==> src/rtl/scoped_merge_pkg.sv <==
// Shared constants and types for the scoped_merge channel merger.
// The default build has no skid buffer; define SCOPED_MERGE_SKID_EN to add one.
package scoped_merge_pkg;
    localparam int DEF_NUM_IN = 4;
    localparam int DEF_WIDTH  = 8;
    localparam int DEF_SRC_W  = $clog2(DEF_NUM_IN);

    typedef logic [DEF_SRC_W-1:0] src_t;
endpackage

==> src/rtl/scoped_merge_rr_arbiter.sv <==
// Round-robin arbiter for scoped_merge.
// The search starts just past last_grant and wraps around to it.
module rr_arbiter #(
    parameter int N  = 4,
    parameter int IW = $clog2(N)
)(
    input  logic [N-1:0]  req,
    input  logic [IW-1:0] last_grant,
    output logic [N-1:0]  gnt,
    output logic [IW-1:0] gnt_idx,
    output logic          gnt_any
);
    always_comb begin
        int c;
        gnt     = '0;
        gnt_idx = '0;
        gnt_any = 1'b0;
        c       = 0;
        for (int k = 1; k <= N; k++) begin
            c = (int'(last_grant) + k) % N;
            if (!gnt_any && req[IW'(c)]) begin
                gnt_any          = 1'b1;
                gnt[IW'(c)]      = 1'b1;
                gnt_idx          = IW'(c);
            end
        end
    end
endmodule

==> src/rtl/scoped_merge.sv <==
// N-to-1 round-robin merger with per-channel bind mask and registered output.
// Define SCOPED_MERGE_SKID_EN to add a skid register that breaks out_ready -> in_ready.
module scoped_merge
    import scoped_merge_pkg::*;
#(
    parameter int NUM_IN = DEF_NUM_IN,
    parameter int WIDTH  = DEF_WIDTH,
    localparam int SW    = $clog2(NUM_IN)
)(
    input  logic                    clk,
    input  logic                    rst_n,
    input  logic [NUM_IN-1:0]       bind_mask,
    input  logic [NUM_IN-1:0]       in_valid,
    output logic [NUM_IN-1:0]       in_ready,
    input  logic [NUM_IN*WIDTH-1:0] in_data,
    output logic                    out_valid,
    input  logic                    out_ready,
    output logic [WIDTH-1:0]        out_data,
    output logic [SW-1:0]           out_src,
    output logic [15:0]             xfer_count
);
    logic [NUM_IN-1:0] eligible;
    logic [NUM_IN-1:0] gnt;
    logic [SW-1:0]     gnt_idx;
    logic              gnt_any;
    logic [SW-1:0]     last_grant;
    logic              load_ok;
    logic              accept;
    logic              drain;
    logic [WIDTH-1:0]  word;

    assign eligible = in_valid & bind_mask;
    assign drain    = out_valid & out_ready;

    rr_arbiter #(.N(NUM_IN), .IW(SW)) u_arb (
        .req        (eligible),
        .last_grant (last_grant),
        .gnt        (gnt),
        .gnt_idx    (gnt_idx),
        .gnt_any    (gnt_any)
    );

`ifdef SCOPED_MERGE_SKID_EN
    logic             skid_full;
    logic [WIDTH-1:0] skid_data;
    logic [SW-1:0]    skid_src;
    assign load_ok = !skid_full;
`else
    assign load_ok = !out_valid | out_ready;
`endif

    // rst_n gates the handshake so nothing is accepted while reset is held
    assign accept   = rst_n & gnt_any & load_ok;
    assign in_ready = gnt & {NUM_IN{accept}};
    assign word     = in_data[int'(gnt_idx)*WIDTH +: WIDTH];

    always_ff @(posedge clk or negedge rst_n) begin
        if (!rst_n) begin
            last_grant <= SW'(NUM_IN - 1);
            xfer_count <= '0;
        end else begin
            if (accept) last_grant <= gnt_idx;
            if (drain)  xfer_count <= xfer_count + 16'd1;
        end
    end

`ifdef SCOPED_MERGE_SKID_EN
    always_ff @(posedge clk or negedge rst_n) begin
        if (!rst_n) begin
            out_valid <= 1'b0;
            out_data  <= '0;
            out_src   <= '0;
            skid_full <= 1'b0;
            skid_data <= '0;
            skid_src  <= '0;
        end else if (!out_valid || drain) begin
            // skid is older than anything arriving now, so it refills first
            if (skid_full) begin
                out_valid <= 1'b1;
                out_data  <= skid_data;
                out_src   <= skid_src;
                skid_full <= 1'b0;
            end else if (accept) begin
                out_valid <= 1'b1;
                out_data  <= word;
                out_src   <= gnt_idx;
            end else begin
                out_valid <= 1'b0;
            end
        end else if (accept) begin
            skid_full <= 1'b1;
            skid_data <= word;
            skid_src  <= gnt_idx;
        end
    end
`else
    always_ff @(posedge clk or negedge rst_n) begin
        if (!rst_n) begin
            out_valid <= 1'b0;
            out_data  <= '0;
            out_src   <= '0;
        end else if (accept) begin
            out_valid <= 1'b1;
            out_data  <= word;
            out_src   <= gnt_idx;
        end else if (drain) begin
            out_valid <= 1'b0;
        end
    end
`endif
endmodule

==> config.mk <==
export PLATFORM = sky130hd
export DESIGN_NAME = scoped_merge
export DESIGN_NICKNAME = d
export VERILOG_FILES = /design/src/rtl/scoped_merge_pkg.sv /design/src/rtl/scoped_merge_rr_arbiter.sv /design/src/rtl/scoped_merge.sv
export SDC_FILE = /design/constraint.sdc
export NUM_CORES = 1
export LEC_CHECK = 0
export CORE_MARGIN = 8
export CORE_UTILIZATION = 35
export CTS_CLUSTER_SIZE = 25
export DETAILED_ROUTE_END_ITERATION = 16
export GPL_TIMING_DRIVEN = 0
export PLACE_DENSITY = 0.66
export REMOVE_ABC_BUFFERS = 1
export SYNTH_ARGS = -nofsm -noshare
export SYNTH_HDL_FRONTEND = slang
export SYNTH_HIERARCHICAL = 1
export SYNTH_SLANG_ARGS = --single-unit
==> constraint.sdc <==
create_clock -name clk -period 4.2 [get_ports clk]
set_input_delay 0.42 -clock clk [delete_from_list [all_inputs] [get_ports clk]]
set_output_delay 0.42 -clock clk [all_outputs]
set_load 0.01 [all_outputs]
# Word level (Yosys, flattened, before mapping)
# Index checks and enable logic that the tools add are counted.
op_classes:
  shifts: 1
  mux: 34
  order_cmp: 8
  n_reduce_logical: 12
  bitwise: 9
  n_addsub: 5
op_table:
  columns: ["cell", "n"]
  rows:
  - ["$shiftx A32 B6 Y8", 1]
  - ["$mux W1", 18]
  - ["$add A16 B1 Y16 const B", 1]
  - ["$lt A2 B4 Y1 const B", 4]
  - ["$mux W4", 4]
  - ["$or A4 B4 Y4", 3]
  - ["$and A4 B4 Y4", 2]
  - ["$bmux W1 S2", 4]
  - ["$demux W1 S2", 4]
  - ["$ge A2 B1 Y1 const B", 4]
  - ["$mux W2", 4]
  - ["$logic_and A1 B1 Y1", 7]
  - ["$add A2 B1 Y2 const B", 2]
  - ["$add A2 B2 Y2 const B", 2]
  - ["$logic_not A1 Y1", 4]
  - ["$and A1 B1 Y1", 3]
  - ["$reduce_bool A2 Y1", 1]
  - ["$or A1 B1 Y1", 1]
word_totals:
  input_bits: 43
  reg_bits: 29

# Logic depth before layout (Yosys ltp)
logic_depth:
  word_depth: 17
  mapped_depth: 12
  ltp_nobuf: 9

# By module
# The synthesis kept the hierarchy.
modules_own_cells:
  columns: ["mod", "n_inst", "area_per_inst_um2", "seq_area_each_um2", "cells_per_inst"]
  rows:
  - ["scoped_merge", 1, 1438.9, 728.2, 129]
  - ["rr_arbiter", 1, 494.2, 0.0, 60]

# Least setup slack after synthesis
# No wires, ideal clock.
synth_path:
  kind: "register to register"
  start: "register last_grant[0]"
  end: "register out_data[0]"
  path_slack_ps: 1012
  required_time_ps: 4083
  path_stages_with_launch: 13
  t_arrival_ps: 3071
  cell_sequence: "dfstp_2 -> buf_6 -> inv_1 -> ha_1 -> clkbuf_1 -> mux4_2 -> nor2b_1 -> a2111oi_0 -> a21oi_1 -> buf_2 -> mux4_2 -> nand2_1 -> nand2_1"
synth_lines:
  columns: ["element", "line", "source"]
  rows:
  - ["from (decl)", "scoped_merge.sv:26", "logic [SW-1:0] last_grant;"]
  - ["from (signal assigned)", "scoped_merge.sv:59", "last_grant <= SW'(NUM_IN - 1);"]
  - ["from (signal assigned)", "scoped_merge.sv:62", "if (accept) last_grant <= gnt_idx;"]
  - ["$add A2 B1 Y2", "scoped_merge_rr_arbiter.sv:20", "c = (int'(last_grant) + k) % N;"]
  - ["$bmux W1 S2", "scoped_merge_rr_arbiter.sv:21", "if (!gnt_any && req[IW'(c)]) begin"]
  - ["$mux W1 (implied by the code) (2 in a row)", "scoped_merge_rr_arbiter.sv:21", null]
  - ["$mux W1", "scoped_merge_rr_arbiter.sv:21", null]
  - ["$logic_not A1 Y1", "scoped_merge_rr_arbiter.sv:21", null]
  - ["$logic_and A1 B1 Y1", "scoped_merge_rr_arbiter.sv:21", null]
  - ["$mux W1", "scoped_merge_rr_arbiter.sv:21", null]
  - ["$logic_not A1 Y1", "scoped_merge_rr_arbiter.sv:21", null]
  - ["$logic_and A1 B1 Y1", "scoped_merge_rr_arbiter.sv:21", null]
  - ["$mux W1", "scoped_merge_rr_arbiter.sv:21", null]
  - ["$logic_not A1 Y1", "scoped_merge_rr_arbiter.sv:21", null]
  - ["$logic_and A1 B1 Y1", "scoped_merge_rr_arbiter.sv:21", null]
  - ["$mux W2 *", "scoped_merge_rr_arbiter.sv:21", null]
  - ["named net gnt_idx[0]", "scoped_merge.sv:24", "logic [SW-1:0] gnt_idx;"]
  - ["$shiftx A32 B6 Y8 *", "scoped_merge.sv:55", "assign word = in_data[int'(gnt_idx)*WIDTH +: WIDTH];"]
  - ["to (signal assigned)", "scoped_merge.sv:104", "out_data <= word;"]
  - ["to (decl)", "scoped_merge.sv:18", "output logic [WIDTH-1:0] out_data,"]
# Mark *: on every way through the listed nets, which the timed path passes. The rest lies on a longest branch. The select of a mux whose other input is x is not followed.
# A chain may end at the register's enable or synchronous reset.

# Worst setup path in the final report
layout_path:
  start: "register last_grant[0]"
  end: "output port in_ready[2]"
layout_lines:
  columns: ["element", "line", "source"]
  rows:
  - ["branches (longest 13 deep; another with $lt A2 B4 Y1)", null, null]
  - ["$mux W4 *", "scoped_merge_rr_arbiter.sv:21", null]
  - ["named net gnt[2]", "scoped_merge.sv:23", "logic [NUM_IN-1:0] gnt;"]
  - ["$and A4 B4 Y4 *", "scoped_merge.sv:54", "assign in_ready = gnt & {NUM_IN{accept}};"]
  - ["to (decl)", "scoped_merge.sv:14", "output logic [NUM_IN-1:0] in_ready,"]
# Mark *: on every way through the listed nets, which the timed path passes. The select of a mux whose other input is x is not followed.

==> qor.yml <==
crit_required_ns: 3.78
layoutNonFillerInstCount: 336
viasPerCell: 5.009
grt_usage_pct: 12.37
drv_cap: 0
yosys-top-cells-area: "dfrtp_1 35%, mux4_2 13%, nand2_1 7.8%"
clk_latency_ns: 0.27
synth_warnings: 6
synth_async_sr_flop_share_pct: 100.0
antenna_found_initial: 0
synth_top_area_share_pct: 34.95
slew_violations: 0
grt_setup_unrepaired: "no"
wl_um: 4759
r2r_end: "out_data[7]"
dieHeight_um: 90.32
io_buffers: 73
register_area_um2: 732.0
finalSetupViolCount: 0
ys.flop_type: "dfrtp_1"
grt_pass1_wl_um: 8273
leakage_nw: 1.147
drc: 0
r2r_cells: 9
first_global_vias: 1756
yosysUniqueCellTypes: 37
startpoint_type: "flip-flop"
ctsResizeCount: 0
status: "finished, final reports clean"
max_slew_margin_pct: 43.87
pwr-share-clk_pct: 13.1
finalCriticalPeriod_ns: 3.938
dr.pass1.iters: 4
ios: 74
max_freq_mhz: 253.9
drt_iter0_markers: 70
htreeDepth: 2
end_kind: "output pin"
cts_buffer_depth: 2
critPathKind: "flip-flop to output pin"
drtAntennaViolNets: 0
tightestPinTransition_ns: 0.8363
whs_ns: 0.1735
yosysSeqAreaShare_pct: 37.67
rrSetupSlack_ns: 0.63
fin_ws_ns: 0.2616
p_int_uw: 977.1
num-fill-cells: 510
synth_top_cell_by_area: "dfrtp_1"
syn_area_um2: 1933
finalPower_mw: 1.618
timing.rr.start: "last_grant[0]"
cts_made_buffers: 5
ir_drop_mv: 0.3157
holdBufCountCts: 0
ys_seq_elements: 29
finalCritPeriodShare_pct: 93.77
wl_per_cell_um: 14.16
finish.net_count: 315
synth-edff-count: 0
holdCritPathClass: "primary input to asynchronous set/reset pin"
tns_ns: 0
die_area_um2: 8157
path_max_fanout: 16
seq_power_share_pct: 30.0
row_count: 27
hpwl_um: 3726
stdcell_area_um2: 2803
worstPathArrival_ns: 3.52
dpl_cell_area_um2: 2718
clock-root-buffer: "clkbuf_8"
multiInputGateArea_um2: 1161
cts_tree: "done"
path_clk_slew_ns: 0.06
grt_remaining_overflow: 0
dp.cells: 328
fin_util_pct: 51.85
share_comb_of_total_power_pct: 56.9
syn_to_final_growth_pct: 44.98
drive_gt1_share_pct: 11.74
die_x_um: 90.32
num_antenna_cells: 0
cts_setup_buffers: 0
pre_cts_ws_ns: 0.09762
routabilityCongestion: 0.8200
powerDensity_nw_per_um2: 577.3
clock_skew_ns: 0.003153
grt_max_degree: 32
p_sw_uw: 641.0
hold_violations: 0
initial_core_util_pct: 35.76
p_sw_share_pct: 39.61
synth.avg_cell_area_um2: 10.23
core_um2: 5405
synth_cells: 189
dr_total_vias: 1683
clkSinkCount: 29
metal layers:
layer	vias up	GRT usage [%]	routed length, µm
met3	4	5.569	436
li1	824	-	-
met4	0	4.161	57
met1	794	13.74	1972
met2	61	20.55	2293
met5	-	0	0
cell usage after synthesis (all sizes together) (3+ instances only):
cell type  count
mux4          11
nand2         40
nand4          5
nor2b          7
nor2           8
mux2i          3
dfrtp         27
xnor2         14
inv            3
a32oi          3
o21ai          9
and4           3
a22oi          4
and2           9
ha             9
buf            5
nand3          8
how the worst max path moves through the flow:
stage                  end          start  depth (start not counted)
5_1_grt        in_ready[0]  last_grant[0]                          9
3_5_place_dp   out_data[7]  last_grant[0]                          9
2_1_floorplan  out_data[0]  last_grant[0]                          8
3_3_place_gp   out_data[7]  last_grant[0]                          9
4_1_cts        out_data[7]  last_grant[0]                          9
6_report       in_ready[2]  last_grant[0]                          8
cells in the final DEF (no fill, tap or decap), types with 5 or more instances in the layout:
cell	n
and2_1	9
clkbuf_8	5
clkdlybuf4s50_1	72
dfrtp_1	27
ha_1	9
mux4_2	11
nand2_1	40
nand3_1	8
nand4_1	5
nor2_1	8
nor2b_1	6
o21ai_0	8
xnor2_1	14
worst max-delay path, cell delays in order, from the launching register on:
cell and delay (ns):
dfstp_4 0.74, inv_1 0.13, ha_1 0.51, mux4_2 0.47
nor4_4 0.43, a32oi_1 0.17, o21ai_0 0.10, and2_1 0.14
clkdlybuf4s50_1 0.54
final cells by class:
cell class | count | share of cell area, %
clock buffers | 6 | 2.589
clock inverters | 2 | 0.3571
inverters | 3 | 0.4018
multi-input cells | 151 | 41.43
flip-flops and latches | 29 | 26.12
well taps | 72 | 3.214
repair buffers | 73 | 25.89
power by group through the flow:
stage	Clock (mW)	Sequential, mW	Combinational [mW]
after floorplan	0	0.504	0.558
after global placement	0	0.486	0.923
after detailed placement	0	0.486	0.931
after CTS	0.223	0.483	0.933
after global routing	0.235	0.507	1.02
final	0.212	0.486	0.920
flip-flops by register name, summed over array words and instances (netlist names):
register,count
out_src,2
out_data,8
xfer_count,16
out_valid,1
last_grant,2
cell families after synthesis:
logic type	share of synthesized area, %
AND/OR/NAND/NOR	23.56
XOR/XNOR	6.796
AO/OA/AOI/OAI	8.156
adder cells (fa/ha/maj)	5.825
flip-flops	37.67
multiplexers	15.53
buffers and inverters	2.459
Power figures use the tool's default switching activity.
